## src/rtl/sc_stream_decoder_if.sv

```systemverilog
// sc_stream_decoder_if
// Handshake and result bundle between a stream decoder and its host.
//   master : host side. Drives start, bit_valid, bit_in, ref_bit and out_ready.
//            Observes the result and status outputs.
//   slave  : decoder side, the mirror image of master.
// CNT_W sets the counter width. It must match the decoder's CNT_W.
interface sc_stream_decoder_if #(
  parameter int CNT_W = 8
);
  logic                    start;
  logic                    bit_valid;
  logic                    bit_in;
  logic                    ref_bit;
  logic                    out_ready;
  logic                    out_valid;
  logic [CNT_W-1:0]        ones_count;
  logic signed [CNT_W:0]   bipolar_val;
  logic [CNT_W-1:0]        ref_count;
  logic [CNT_W-1:0]        mismatch_cnt;
  logic                    alarm;
  logic                    overrun;
  logic                    busy;

  modport master (
    output start, bit_valid, bit_in, ref_bit, out_ready,
    input  out_valid, ones_count, bipolar_val, ref_count, mismatch_cnt,
           alarm, overrun, busy
  );

  modport slave (
    input  start, bit_valid, bit_in, ref_bit, out_ready,
    output out_valid, ones_count, bipolar_val, ref_count, mismatch_cnt,
           alarm, overrun, busy
  );
endinterface

```

## src/rtl/sc_stream_decoder.sv

```systemverilog
// sc_stream_decoder
// Decodes one window of a stochastic bitstream.
// It accepts BIT_LENGTH bits, one per clock when bit_valid is high.
// It reports the ones-count and the bipolar value 2*ones - BIT_LENGTH.
// The result is presented over a valid/ready handshake.
//
// Ports:
//   clk    : clock, rising edge.
//   rst_n  : asynchronous active-low reset.
//   io_bus : sc_stream_decoder_if.slave.
//            Inputs:  start, bit_valid, bit_in, ref_bit, out_ready.
//            Outputs: out_valid, ones_count, bipolar_val, ref_count,
//                     mismatch_cnt, alarm, overrun, busy.
//
// Optional feature, macro SC_DECODER_TROJAN_CHECK_EN:
//   When defined, the reference stream and the mismatch count are also
//   accumulated. alarm flags |ones - ref| >= ALARM_THRESHOLD.
//   When undefined, ref_count, mismatch_cnt and alarm read as 0.
module sc_stream_decoder #(
  parameter int BIT_LENGTH      = 128,
  parameter int CNT_W           = 8,
  parameter int ALARM_THRESHOLD = 4
) (
  input  logic               clk,
  input  logic               rst_n,
  sc_stream_decoder_if.slave io_bus
);

  typedef enum logic [1:0] {
    ST_IDLE  = 2'd0,
    ST_ACCUM = 2'd1,
    ST_DONE  = 2'd2
  } state_t;

  localparam logic [CNT_W-1:0] LP_LAST_IDX = CNT_W'(BIT_LENGTH - 1);
  localparam logic [CNT_W:0]   LP_LEN_EXT  = (CNT_W + 1)'(BIT_LENGTH);

  state_t           r_state;
  state_t           w_state_nxt;
  logic             w_clear;     // accepted start: wipe counters, new window
  logic             w_accept;    // a stream bit is counted this cycle
  logic             w_last;      // accepted bit is the final one of the window
  logic             w_set_ovr;   // bit arrived while a result is pending

  logic [CNT_W-1:0] r_idx;
  logic [CNT_W-1:0] r_ones;
  logic [CNT_W-1:0] w_ones_nxt;
  logic [CNT_W:0]   r_bipolar;
  logic [CNT_W:0]   w_bipolar_nxt;
  logic             r_out_valid;
  logic             r_busy;
  logic             r_overrun;

  // Next-state and control decode for the window FSM.
  always_comb begin
    w_state_nxt = r_state;
    w_clear     = 1'b0;
    w_accept    = 1'b0;
    w_last      = 1'b0;
    w_set_ovr   = 1'b0;
    case (r_state)
      ST_IDLE: begin
        if (io_bus.start) begin
          w_clear     = 1'b1;
          w_state_nxt = ST_ACCUM;
        end else begin
          w_state_nxt = ST_IDLE;
        end
      end
      ST_ACCUM: begin
        // An abort outranks a bit in the same cycle; that bit is dropped.
        if (io_bus.start) begin
          w_clear     = 1'b1;
          w_state_nxt = ST_ACCUM;
        end else if (io_bus.bit_valid) begin
          w_accept = 1'b1;
          if (r_idx == LP_LAST_IDX) begin
            w_last      = 1'b1;
            w_state_nxt = ST_DONE;
          end else begin
            w_state_nxt = ST_ACCUM;
          end
        end else begin
          w_state_nxt = ST_ACCUM;
        end
      end
      ST_DONE: begin
        w_set_ovr = io_bus.bit_valid;
        if (io_bus.out_ready) begin
          // A start that coincides with the handshake chains straight into a new window.
          if (io_bus.start) begin
            w_clear     = 1'b1;
            w_state_nxt = ST_ACCUM;
          end else begin
            w_state_nxt = ST_IDLE;
          end
        end else begin
          w_state_nxt = ST_DONE;
        end
      end
      default: begin
        w_state_nxt = ST_IDLE;
      end
    endcase
  end

  // Count of ones including the bit accepted this cycle.
  always_comb begin
    w_ones_nxt = r_ones + CNT_W'(io_bus.bit_in);
  end

  // Bipolar value: true value fits CNT_W+1 bits, so modular arithmetic is exact.
  always_comb begin
    w_bipolar_nxt = {w_ones_nxt, 1'b0} - LP_LEN_EXT;
  end

  // FSM state register.
  always_ff @(posedge clk or negedge rst_n) begin
    if (!rst_n) begin
      r_state <= ST_IDLE;
    end else begin
      r_state <= w_state_nxt;
    end
  end

  // Registered status outputs derived from the upcoming state.
  always_ff @(posedge clk or negedge rst_n) begin
    if (!rst_n) begin
      r_out_valid <= 1'b0;
      r_busy      <= 1'b0;
    end else begin
      r_out_valid <= (w_state_nxt == ST_DONE);
      r_busy      <= (w_state_nxt == ST_ACCUM);
    end
  end

  // Bit index and ones counter.
  always_ff @(posedge clk or negedge rst_n) begin
    if (!rst_n) begin
      r_idx  <= {CNT_W{1'b0}};
      r_ones <= {CNT_W{1'b0}};
    end else if (w_clear) begin
      r_idx  <= {CNT_W{1'b0}};
      r_ones <= {CNT_W{1'b0}};
    end else if (w_accept) begin
      r_idx  <= r_idx + {{(CNT_W-1){1'b0}}, 1'b1};
      r_ones <= w_ones_nxt;
    end else begin
      r_idx  <= r_idx;
      r_ones <= r_ones;
    end
  end

  // Bipolar result, captured as the window closes.
  always_ff @(posedge clk or negedge rst_n) begin
    if (!rst_n) begin
      r_bipolar <= {(CNT_W+1){1'b0}};
    end else if (w_last) begin
      r_bipolar <= w_bipolar_nxt;
    end else begin
      r_bipolar <= r_bipolar;
    end
  end

  // Sticky overrun flag; a new window clears it.
  always_ff @(posedge clk or negedge rst_n) begin
    if (!rst_n) begin
      r_overrun <= 1'b0;
    end else if (w_clear) begin
      r_overrun <= 1'b0;
    end else if (w_set_ovr) begin
      r_overrun <= 1'b1;
    end else begin
      r_overrun <= r_overrun;
    end
  end

`ifdef SC_DECODER_TROJAN_CHECK_EN
  logic [CNT_W-1:0] r_ref;
  logic [CNT_W-1:0] r_mis;
  logic             r_alarm;
  logic [CNT_W-1:0] w_ref_nxt;
  logic [CNT_W-1:0] w_mis_nxt;
  logic [CNT_W-1:0] w_diff;

  // Reference and mismatch counts including this cycle's bit, and |ones - ref|.
  always_comb begin
    w_ref_nxt = r_ref + CNT_W'(io_bus.ref_bit);
    w_mis_nxt = r_mis + CNT_W'(io_bus.bit_in ^ io_bus.ref_bit);
    if (w_ones_nxt >= w_ref_nxt) begin
      w_diff = w_ones_nxt - w_ref_nxt;
    end else begin
      w_diff = w_ref_nxt - w_ones_nxt;
    end
  end

  // Reference and mismatch counters.
  always_ff @(posedge clk or negedge rst_n) begin
    if (!rst_n) begin
      r_ref <= {CNT_W{1'b0}};
      r_mis <= {CNT_W{1'b0}};
    end else if (w_clear) begin
      r_ref <= {CNT_W{1'b0}};
      r_mis <= {CNT_W{1'b0}};
    end else if (w_accept) begin
      r_ref <= w_ref_nxt;
      r_mis <= w_mis_nxt;
    end else begin
      r_ref <= r_ref;
      r_mis <= r_mis;
    end
  end

  // Deviation alarm, captured as the window closes.
  always_ff @(posedge clk or negedge rst_n) begin
    if (!rst_n) begin
      r_alarm <= 1'b0;
    end else if (w_last) begin
      r_alarm <= (w_diff >= CNT_W'(ALARM_THRESHOLD));
    end else begin
      r_alarm <= r_alarm;
    end
  end

  assign io_bus.ref_count    = r_ref;
  assign io_bus.mismatch_cnt = r_mis;
  assign io_bus.alarm        = r_alarm;
`else
  // Reference stream and threshold have no function without the check.
  logic w_unused_ref;
  assign w_unused_ref        = io_bus.ref_bit ^ (ALARM_THRESHOLD < 32'sd1);
  assign io_bus.ref_count    = {CNT_W{1'b0}};
  assign io_bus.mismatch_cnt = {CNT_W{1'b0}};
  assign io_bus.alarm        = 1'b0;
`endif

  assign io_bus.out_valid   = r_out_valid;
  assign io_bus.busy        = r_busy;
  assign io_bus.overrun     = r_overrun;
  assign io_bus.ones_count  = r_ones;
  assign io_bus.bipolar_val = r_bipolar;

endmodule

```

## src/flat_wrapper.sv

```systemverilog
// flat-port wrapper written by rule: the top's interface ports become plain ports
module sc_stream_decoder_flat 
#(
  parameter int BIT_LENGTH      = 128,
  parameter int CNT_W           = 8,
  parameter int ALARM_THRESHOLD = 4
)
  (clk, rst_n, io_bus_start, io_bus_bit_valid, io_bus_bit_in, io_bus_ref_bit, io_bus_out_ready, io_bus_out_valid, io_bus_ones_count, io_bus_bipolar_val, io_bus_ref_count, io_bus_mismatch_cnt, io_bus_alarm, io_bus_overrun, io_bus_busy);
  sc_stream_decoder_if #(.CNT_W(CNT_W)) io_bus_i ();
  input  logic clk;
  input  logic rst_n;
  input wire logic [$bits(io_bus_i.start)-1:0] io_bus_start;
  input wire logic [$bits(io_bus_i.bit_valid)-1:0] io_bus_bit_valid;
  input wire logic [$bits(io_bus_i.bit_in)-1:0] io_bus_bit_in;
  input wire logic [$bits(io_bus_i.ref_bit)-1:0] io_bus_ref_bit;
  input wire logic [$bits(io_bus_i.out_ready)-1:0] io_bus_out_ready;
  output wire logic [$bits(io_bus_i.out_valid)-1:0] io_bus_out_valid;
  output wire logic [$bits(io_bus_i.ones_count)-1:0] io_bus_ones_count;
  output wire logic [$bits(io_bus_i.bipolar_val)-1:0] io_bus_bipolar_val;
  output wire logic [$bits(io_bus_i.ref_count)-1:0] io_bus_ref_count;
  output wire logic [$bits(io_bus_i.mismatch_cnt)-1:0] io_bus_mismatch_cnt;
  output wire logic [$bits(io_bus_i.alarm)-1:0] io_bus_alarm;
  output wire logic [$bits(io_bus_i.overrun)-1:0] io_bus_overrun;
  output wire logic [$bits(io_bus_i.busy)-1:0] io_bus_busy;
  assign io_bus_i.start = io_bus_start;
  assign io_bus_i.bit_valid = io_bus_bit_valid;
  assign io_bus_i.bit_in = io_bus_bit_in;
  assign io_bus_i.ref_bit = io_bus_ref_bit;
  assign io_bus_i.out_ready = io_bus_out_ready;
  assign io_bus_out_valid = io_bus_i.out_valid;
  assign io_bus_ones_count = io_bus_i.ones_count;
  assign io_bus_bipolar_val = io_bus_i.bipolar_val;
  assign io_bus_ref_count = io_bus_i.ref_count;
  assign io_bus_mismatch_cnt = io_bus_i.mismatch_cnt;
  assign io_bus_alarm = io_bus_i.alarm;
  assign io_bus_overrun = io_bus_i.overrun;
  assign io_bus_busy = io_bus_i.busy;
  sc_stream_decoder #(.BIT_LENGTH(BIT_LENGTH), .CNT_W(CNT_W), .ALARM_THRESHOLD(ALARM_THRESHOLD)) u_core (.clk(clk), .rst_n(rst_n), .io_bus(io_bus_i));
endmodule
```

## config.mk

```make
export PLATFORM = sky130hd
export DESIGN_NAME = sc_stream_decoder_flat
export DESIGN_NICKNAME = d
export VERILOG_FILES = /design/src/rtl/sc_stream_decoder_if.sv /design/src/rtl/sc_stream_decoder.sv /design/src/flat_wrapper.sv
export SDC_FILE = /design/constraint.sdc
export NUM_CORES = 1
export LEC_CHECK = 0
export CAP_MARGIN = 20
export CORE_UTILIZATION = 51
export CTS_CLUSTER_DIAMETER = 40
export DETAILED_ROUTE_END_ITERATION = 16
export PLACE_DENSITY_LB_ADDON = 0.25
export SYNTH_ARGS = -nofsm -noshare
export SYNTH_HDL_FRONTEND = slang
export SYNTH_SLANG_ARGS = --single-unit
```

## constraint.sdc

```tcl
create_clock -name clk -period 3.5 [get_ports clk]
set_clock_uncertainty 0.1 [all_clocks]
set_input_delay 0.35 -clock clk [delete_from_list [all_inputs] [get_ports clk]]
set_output_delay 0.35 -clock clk [all_outputs]
set_load 0.1 [all_outputs]
```

After elaboration in Yosys (flattened, before gate mapping):

Index checks and enable logic that the tools add are counted.
W data, S select, Z words.

* logic and storage cells: 42
* output and inout bits: 37
* flip-flop bits (word level): 30
* input bits: 7

* muxes and demuxes: 23
* add/sub/neg operators: 3
* eq/ne operators: 5
* reductions and logical operators: 4

Operator list (count)
* $mux W8: 4
* $mux W1: 13
* $sub A9 B8 Y9 const B: 1
* $add A8 B1 Y8: 1
* $add A8 B1 Y8 const B: 1
* $eq A8 B7 Y1 const B: 1
* $mux W2: 4
* $pmux W2 S3: 1
* $eq A2 B1 Y1 const B: 2
* $eq A2 B2 Y1 const B: 2
* $reduce_bool A2 Y1: 2
* $logic_not A2 Y1: 1
* $pmux W1 S2: 1
* $reduce_or A2 Y1: 1

Depth between registers and ports, before layout:

Gate-level depths: netlist of run 1.

* word-level depth: 6
* mapped depth: 6
* depth with buffers taken out: 6

Worst setup path before layout of run 1:

No wires, ideal clock.

* kind: register to register
* from: reg u_core.r_ones[0], in the netlist u_core.io_bus.ones_count[0]
* to: reg u_core.r_bipolar[7], in the netlist u_core.io_bus.bipolar_val[7]
* buffers on the path: 0
* required time: 3.275 ns
* library setup time: 0.125 ns
* stages on the path, launching flop included: 7
* clock period less this slack: 2.544 ns
* slack: 0.956 ns
* arrival: 2.319 ns
* cell sequence: dfrtp_1 ha_1 ha_1 nand3_1 nor3_1 nor2_1 mux2_2

* cells in the longest elaborated chain, start to end: 2

Ends and longest elaborated chain
* from (decl): RTL line sc_stream_decoder.sv:46 `logic [CNT_W-1:0] r_ones;`
* from (signal assigned): RTL line sc_stream_decoder.sv:141 `r_ones <= {CNT_W{1'b0}};`
* from (signal assigned): RTL line sc_stream_decoder.sv:144 `r_ones <= {CNT_W{1'b0}};`
* from (signal assigned): RTL line sc_stream_decoder.sv:147 `r_ones <= w_ones_nxt;`
* $add A8 B1 Y8: RTL line sc_stream_decoder.sv:109 `w_ones_nxt = r_ones + CNT_W'(io_bus.bit_in);`
* $sub A9 B8 Y9: RTL line sc_stream_decoder.sv:114 `w_bipolar_nxt = {w_ones_nxt, 1'b0} - LP_LEN_EXT;`
* to (signal assigned): RTL line sc_stream_decoder.sv:157 `r_bipolar <= {(CNT_W+1){1'b0}};`
* to (signal assigned): RTL line sc_stream_decoder.sv:159 `r_bipolar <= w_bipolar_nxt;`
* to (signal assigned): RTL line sc_stream_decoder.sv:161 `r_bipolar <= r_bipolar;`
* to (decl): RTL line sc_stream_decoder.sv:48 `logic [CNT_W:0] r_bipolar;`

Every way passes these cells.
A chain may end at the register's enable or synchronous reset.

Worst setup path after layout of run 1:

* from: reg u_core.r_ones[4], in the netlist u_core.io_bus.ones_count[4]
* to: out io_bus_ones_count[4]

RTL lines
* to (decl): RTL line flat_wrapper.sv:18 `output wire logic [$bits(io_bus_i.ones_count)-1:0] io_bus_ones_count;`

No word-level cell between the ends.

==> run metrics, run 1 <==
status complete, but fails checks; failing checks DRC; GPL Wtd Cong 0.7678; overall routed net length 2951 µm; num ports 44; Post-CTS Setup Bufs 0; TritonCTS clock tree built; Detail Route Antenna Nets 0; layout cell share with drive strength beyond 1 10.81%; ant diodes 0; endpoints failing setup 0; clk slew on worst S/H paths 90 ps; Pre-antenna DRT Iters 12; die height 57.67 µm; # rows 19; largest net degree at the start of global routing 30; Leak 0.0008318 µW; Via density 5.472; min Tclk post-route 2466 ps; unrepaired setup endpoints after global routing no; CTS root buf clkbuf_4; CP Buf/Inv Count 1; total of max-cap violations 0; Post-Syn Area per Cell 10.00 µm²; ys async rst share 100.0%; fillers 244; met1 global-route usage 24.41%; Worst Path Arrival 2020 ps; crit share post-route 70.44%; Routed WL per cell 13.66 µm; Iter 0 DRT Violations 31; crit-path cells clkdlybuf4s50_1; Global Route met2 Usage 35.22%; Slew @ Worst Pin 971.0 ps; Critical Path RT 3050 ps; non-filler cells, final 216; Final Hold Fails 0; CP delay by family, top buffers and inverters; Num CTS Buffers 5; Initial Util 55.39%; crit-path max cell delay 1190 ps; Mapped Area 1580 µm²; fmax 405.6 MHz; VDD IR-drop max 277.9 µV; Setup TNS 0 ps; crit path kind flip-flop to output pin; worst-path fanout max 6; dpl cell area 1773 µm²; Die ar. 3325 µm²; synth unique cells 41; initial antenna violation count 0; placed cell count 208; clock buffer depth 2; Area Growth Syn to Fin 15.28%; post-synth top area cell dfrtp_1; worst r2r src u_core.io_bus.ones_count[0]; Total GRT Usage 20.56%; Synth top cells by count dfrtp_1 (29), buf_4 (19), nand2_1 (14); Detailed Place HPWL 2001 µm; top cell type's share of synthesized area 45.92%; pwr/cell area 383.8 nW/µm²; Cells after Synth 158; post-CTS sizing 0; count leader, synth dfrtp_1; slowest CP cell clkdlybuf4s50_1; vias in the first global route 1171; core area 2853 µm²; first-pass GRT wire length 5078 µm; Clock Latency Late Sink 330 ps; # nets final 194; synth warn 0; number of flops mapped to enable cells by yosys 0; Worst Setup End Kind output pin; Max transition margin 35.06%; Final Util 63.86%; hold slack 304.2 ps; synthesized flop and latch total 29; Residual DRC 1; vias 1182; Register-to-Register Path Depth 6; number of clock sinks 29; crit start category flip-flop; busiest layer in global routing met2; Reg-to-Reg End u_core.io_bus.bipolar_val[7]; port bufs 24; pins over their slew limit 0; die width 57.67 µm; top cells by area, synth dfrtp_1 (46%), buf_4 (9.0%), nand2_1 (3.3%); sequential cell area fraction in the yosys report 45.92%; H-tree levels 2; post-cts hold buffer count 0; met3 usage 4.688%; Congestion Overflow GR 0; final instance area 1822 µm²; FF-to-FF setup slack 1490 ps; Hold Path Class primary input to asynchronous set/reset pin; Synth Flop Type dfrtp_1
[metal layers]
layer	wire (µm)	share of wire, %
met1	1286	44
met2	1460	49
met3	153	5.2
met4	51	1.7
met5	0	0
[how the worst max path moves through the flow]
stage               slack (ps)  depth (start not counted)                           end                        start
global route               970                          1          io_bus_ones_count[4]  u_core.io_bus.ones_count[4]
CTS                       1020                          1          io_bus_ones_count[4]  u_core.io_bus.ones_count[4]
floorplan                  960                          6  u_core.io_bus.bipolar_val[7]  u_core.io_bus.ones_count[0]
detailed placement        1110                          7  u_core.io_bus.bipolar_val[7]                io_bus_bit_in
global placement          1100                          7  u_core.io_bus.bipolar_val[7]                io_bus_bit_in
finish                    1030                          1          io_bus_ones_count[4]  u_core.io_bus.ones_count[4]
[through the flow]
stage / total power, µW / setup slack, ps
global placement: 511.9 / 1099
finish: 699.2 / 1034
floorplan: 503.3 / 956.0
detailed placement: 513.8 / 1111
global route: 725.4 / 974.9
CTS: 706.0 / 1023
[sequential cells by signal, summed over array words and instances (netlist names)]
register and count:
u_core.io_bus.overrun 1, u_core.io_bus.ones_count 8, u_core.r_state 2, u_core.io_bus.busy 1, u_core.io_bus.out_valid 1, u_core.io_bus.bipolar_val 8, u_core.r_idx 8
[where the power goes]
group	total, µW	internal, µW	switching, µW
Clock	192	79.9	112
Sequential	349	342	7.55
Combinational	158	21.1	137
Total	699	443	256
[cells in the final DEF (no fill, tap or decap), types with 2 or more instances in the layout]
master / instances
dfrtp_1: 29
clkdlybuf4s50_1: 24
conb_1: 18
nand2_1: 14
nor2_1: 12
o21ai_0: 8
a21oi_1: 7
nor3_1: 6
xnor2_1: 5
clkbuf_4: 5
o22ai_1: 4
xor2_1: 4
nand3_1: 4
inv_1: 3
o31ai_1: 3
mux2_2: 3
ha_1: 3
clkbuf_1: 3
nand2b_1: 2
o21a_1: 2
nand4_1: 2
mux2i_1: 2
a21o_1: 2
buf_4: 2
[cell type report]
class | instances | area [µm²] | area share [%]
clock buffer | 8 | 48.80 | 2.679
tap | 31 | 38.79 | 2.129
inverter | 4 | 15.01 | 0.8242
sequential | 29 | 725.7 | 39.84
timing repair buffer | 26 | 255.2 | 14.01
multi-input combinational | 118 | 738.2 | 40.52
[kinds of logic after synthesis]
group	Yosys count	synth area share [%]
mux	5	3.404
simple gates	52	18.84
xor+xnor	9	4.988
flops	29	45.92
fa+ha+maj	3	2.376
buf+inv	28	11.40
other cells	1	0.2373
compound gates	31	12.83
Power figures use the tool's default switching activity.
==> run 2: changes to the inputs <==
CORE_UTILIZATION = 47   (was 51)
clock period = 2.4 ns   (was 3.5 ns; I/O delays follow)
==> run 2 against run 1 <==
Compared with the run above:
- the flow now finishes without violations
- power up 52%
- first-iteration DRC count increased by 19%
- hold slack lost 110 ps
- register-to-register slack worse by 1000 ps
- non-clock buffer count grew 4
- count of clock-buffer cells in the layout is the same
- core utilization shrank 5.3 points
- combinational power increased by 47%
- design area rose by 0.55%
- critical path depth rose by 5
- critical path type is now flip-flop to flip-flop
==> run metrics, run 2 (synthesized netlist as in run 1, its figures left out) <==
status finished clean (was complete, but fails checks); post-CTS sizing 0 (unchanged); ant diodes 0 (unchanged); vias in the first global route 1096 (was 1171); core area 3128 µm² (was 2853 µm²); Num CTS Buffers 5 (unchanged); initial antenna violation count 0 (unchanged); # nets final 198 (was 194); GPL Wtd Cong 0.7699 (was 0.7678); pwr/cell area 578.3 nW/µm² (was 383.8 nW/µm²); vias 1196 (was 1182); clk slew on worst S/H paths 90 ps (about the same); fmax 520.3 MHz; Iter 0 DRT Violations 37 (was 31); die height 59.99 µm (was 57.67 µm); worst slack at placement 179.1 ps (was 1111 ps); Critical Path RT 2520 ps (was 3050 ps); Area Growth Syn to Fin 15.91% (was 15.28%); first-pass GRT wire length 4940 µm (was 5078 µm); Leak 0.0008926 µW (was 0.0008318 µW); die width 59.99 µm (was 57.67 µm); min Tclk post-route 1922 ps; crit start category flip-flop (unchanged); largest net degree at the start of global routing 30 (unchanged); crit path kind flip-flop to flip-flop (was flip-flop to output pin); Worst Path Arrival 2040 ps (was 2020 ps); Hold Path Class primary input to asynchronous set/reset pin (unchanged); most frequent cells in the layout dfrtp_1 (28), buf_4 (25), conb_1 (18) (was dfrtp_1 (29), clkdlybuf4s50_1 (24), conb_1 (18)); Final Hold Fails 0 (unchanged); Total GRT Usage 19.17% (was 20.56%); num ports 44 (unchanged); TritonCTS clock tree built (unchanged); number of clock sinks 29 (unchanged); commonest non-fill, non-tap cell in the layout dfrtp_1 (unchanged); Post-CTS Setup Bufs 0 (unchanged); Pre-antenna DRT Iters 5 (was 12); port bufs 24 (unchanged); crit share post-route 80.09%; overall routed net length 2991 µm (was 2951 µm); post-cts hold buffer count 0 (unchanged); clock buffer depth 2 (unchanged); VDD IR-drop max 252.5 µV (was 277.9 µV); Die ar. 3598 µm² (was 3325 µm²); Detailed Place HPWL 2170 µm (was 2001 µm); endpoints failing setup 0 (unchanged); H-tree levels 2 (unchanged); FF-to-FF setup slack 480 ps (was 1490 ps); unrepaired setup endpoints after global routing no (unchanged); Congestion Overflow GR 0 (unchanged); PnR worst setup slack 477.9 ps (was 1034 ps); total of max-cap violations 0 (unchanged); CTS root buf clkbuf_4 (unchanged); Routed WL per cell 12.84 µm (was 13.66 µm); # rows 20 (was 19); worst-path fanout max 9 (was 6); Final Util 58.56% (was 63.86%); Detail Route Antenna Nets 0 (unchanged); pins over their slew limit 0 (unchanged); layout cell share with drive strength beyond 1 23.81% (was 10.81%); Setup TNS 0 ps (unchanged); Initial Util 50.52% (was 55.39%); Worst Setup End Kind flip-flop (was output pin); Residual DRC 0 (was 1); Clock Latency Late Sink 330 ps (about the same); Via density 5.133 (was 5.472)
-- run 2: cell count changes in the layout (fill, tap and decap cells not counted) --
| cell | before | now |
|---|---|---|
| clkbuf_8 | 0 | 1 |
| buf_4 | 2 | 25 |
| dfrtp_2 | 0 | 1 |
| dfrtp_1 | 29 | 28 |
| clkbuf_1 | 3 | 2 |
| clkdlybuf4s50_1 | 24 | 5 |
-- run 2: final timing paths --
check	depth (start not counted)	to	from
setup / recovery	6	u_core.io_bus.bipolar_val[8]	u_core.r_idx[0]
hold / removal	2	u_core.io_bus.busy	rst_n
setup reg to reg	6	u_core.io_bus.bipolar_val[8]	u_core.r_idx[0]
hold reg to reg	2	u_core.io_bus.bipolar_val[8]	u_core.io_bus.bipolar_val[8]
max in group asynchronous	2	u_core.io_bus.ones_count[0]	rst_n
min in group clk	2	u_core.io_bus.bipolar_val[8]	u_core.io_bus.bipolar_val[8]
-- run 2: critical path, stage by stage, from the launching register on --
cell      delay [ps]
dfrtp_1          400
ha_1             240
nand4b_1         180
nor4_4           450
buf_4            250
nand2b_1         120
o31ai_2           60
-- run 2: stage by stage --
step | cells | total power [µW] | area, µm² | hold slack (ps)
after floorplan | 175 | 734.3 | 1645 | -155.6
after global placement | 225 | 749.8 | 1773 | 379.5
after detailed placement | 225 | 752.4 | 1773 | 395.7
after CTS | 233 | 1062 | 1832 | 202.2
after global routing | 233 | 1112 | 1832 | 192.9
final | 233 | 1059 | 1832 | 192.8
-- run 2: power by group --
group | internal (µW) | leakage, µW | switching, µW
Combinational | 32.4 | 0.000467 | 200
Sequential | 499 | 0.000393 | 11.0
Clock | 144 | 0.0000326 | 173
-- run 2: final cells by class --
type	instances	area [µm²]
sequential	29	726.9
fill	277	1296
timing repair buffer	30	237.7
inverter	4	15.01
multi-input combinational	118	738.2
clock buffer	8	58.81
tap	44	55.05
-- run 2: metal layers --
layer	part of all wire (%)	wire length, µm	track usage, %
met2	50	1485	32.22
met4	1.4	41	9.302
met1	43	1299	22.39
met3	5.5	164	5.411
met5	0	0	0
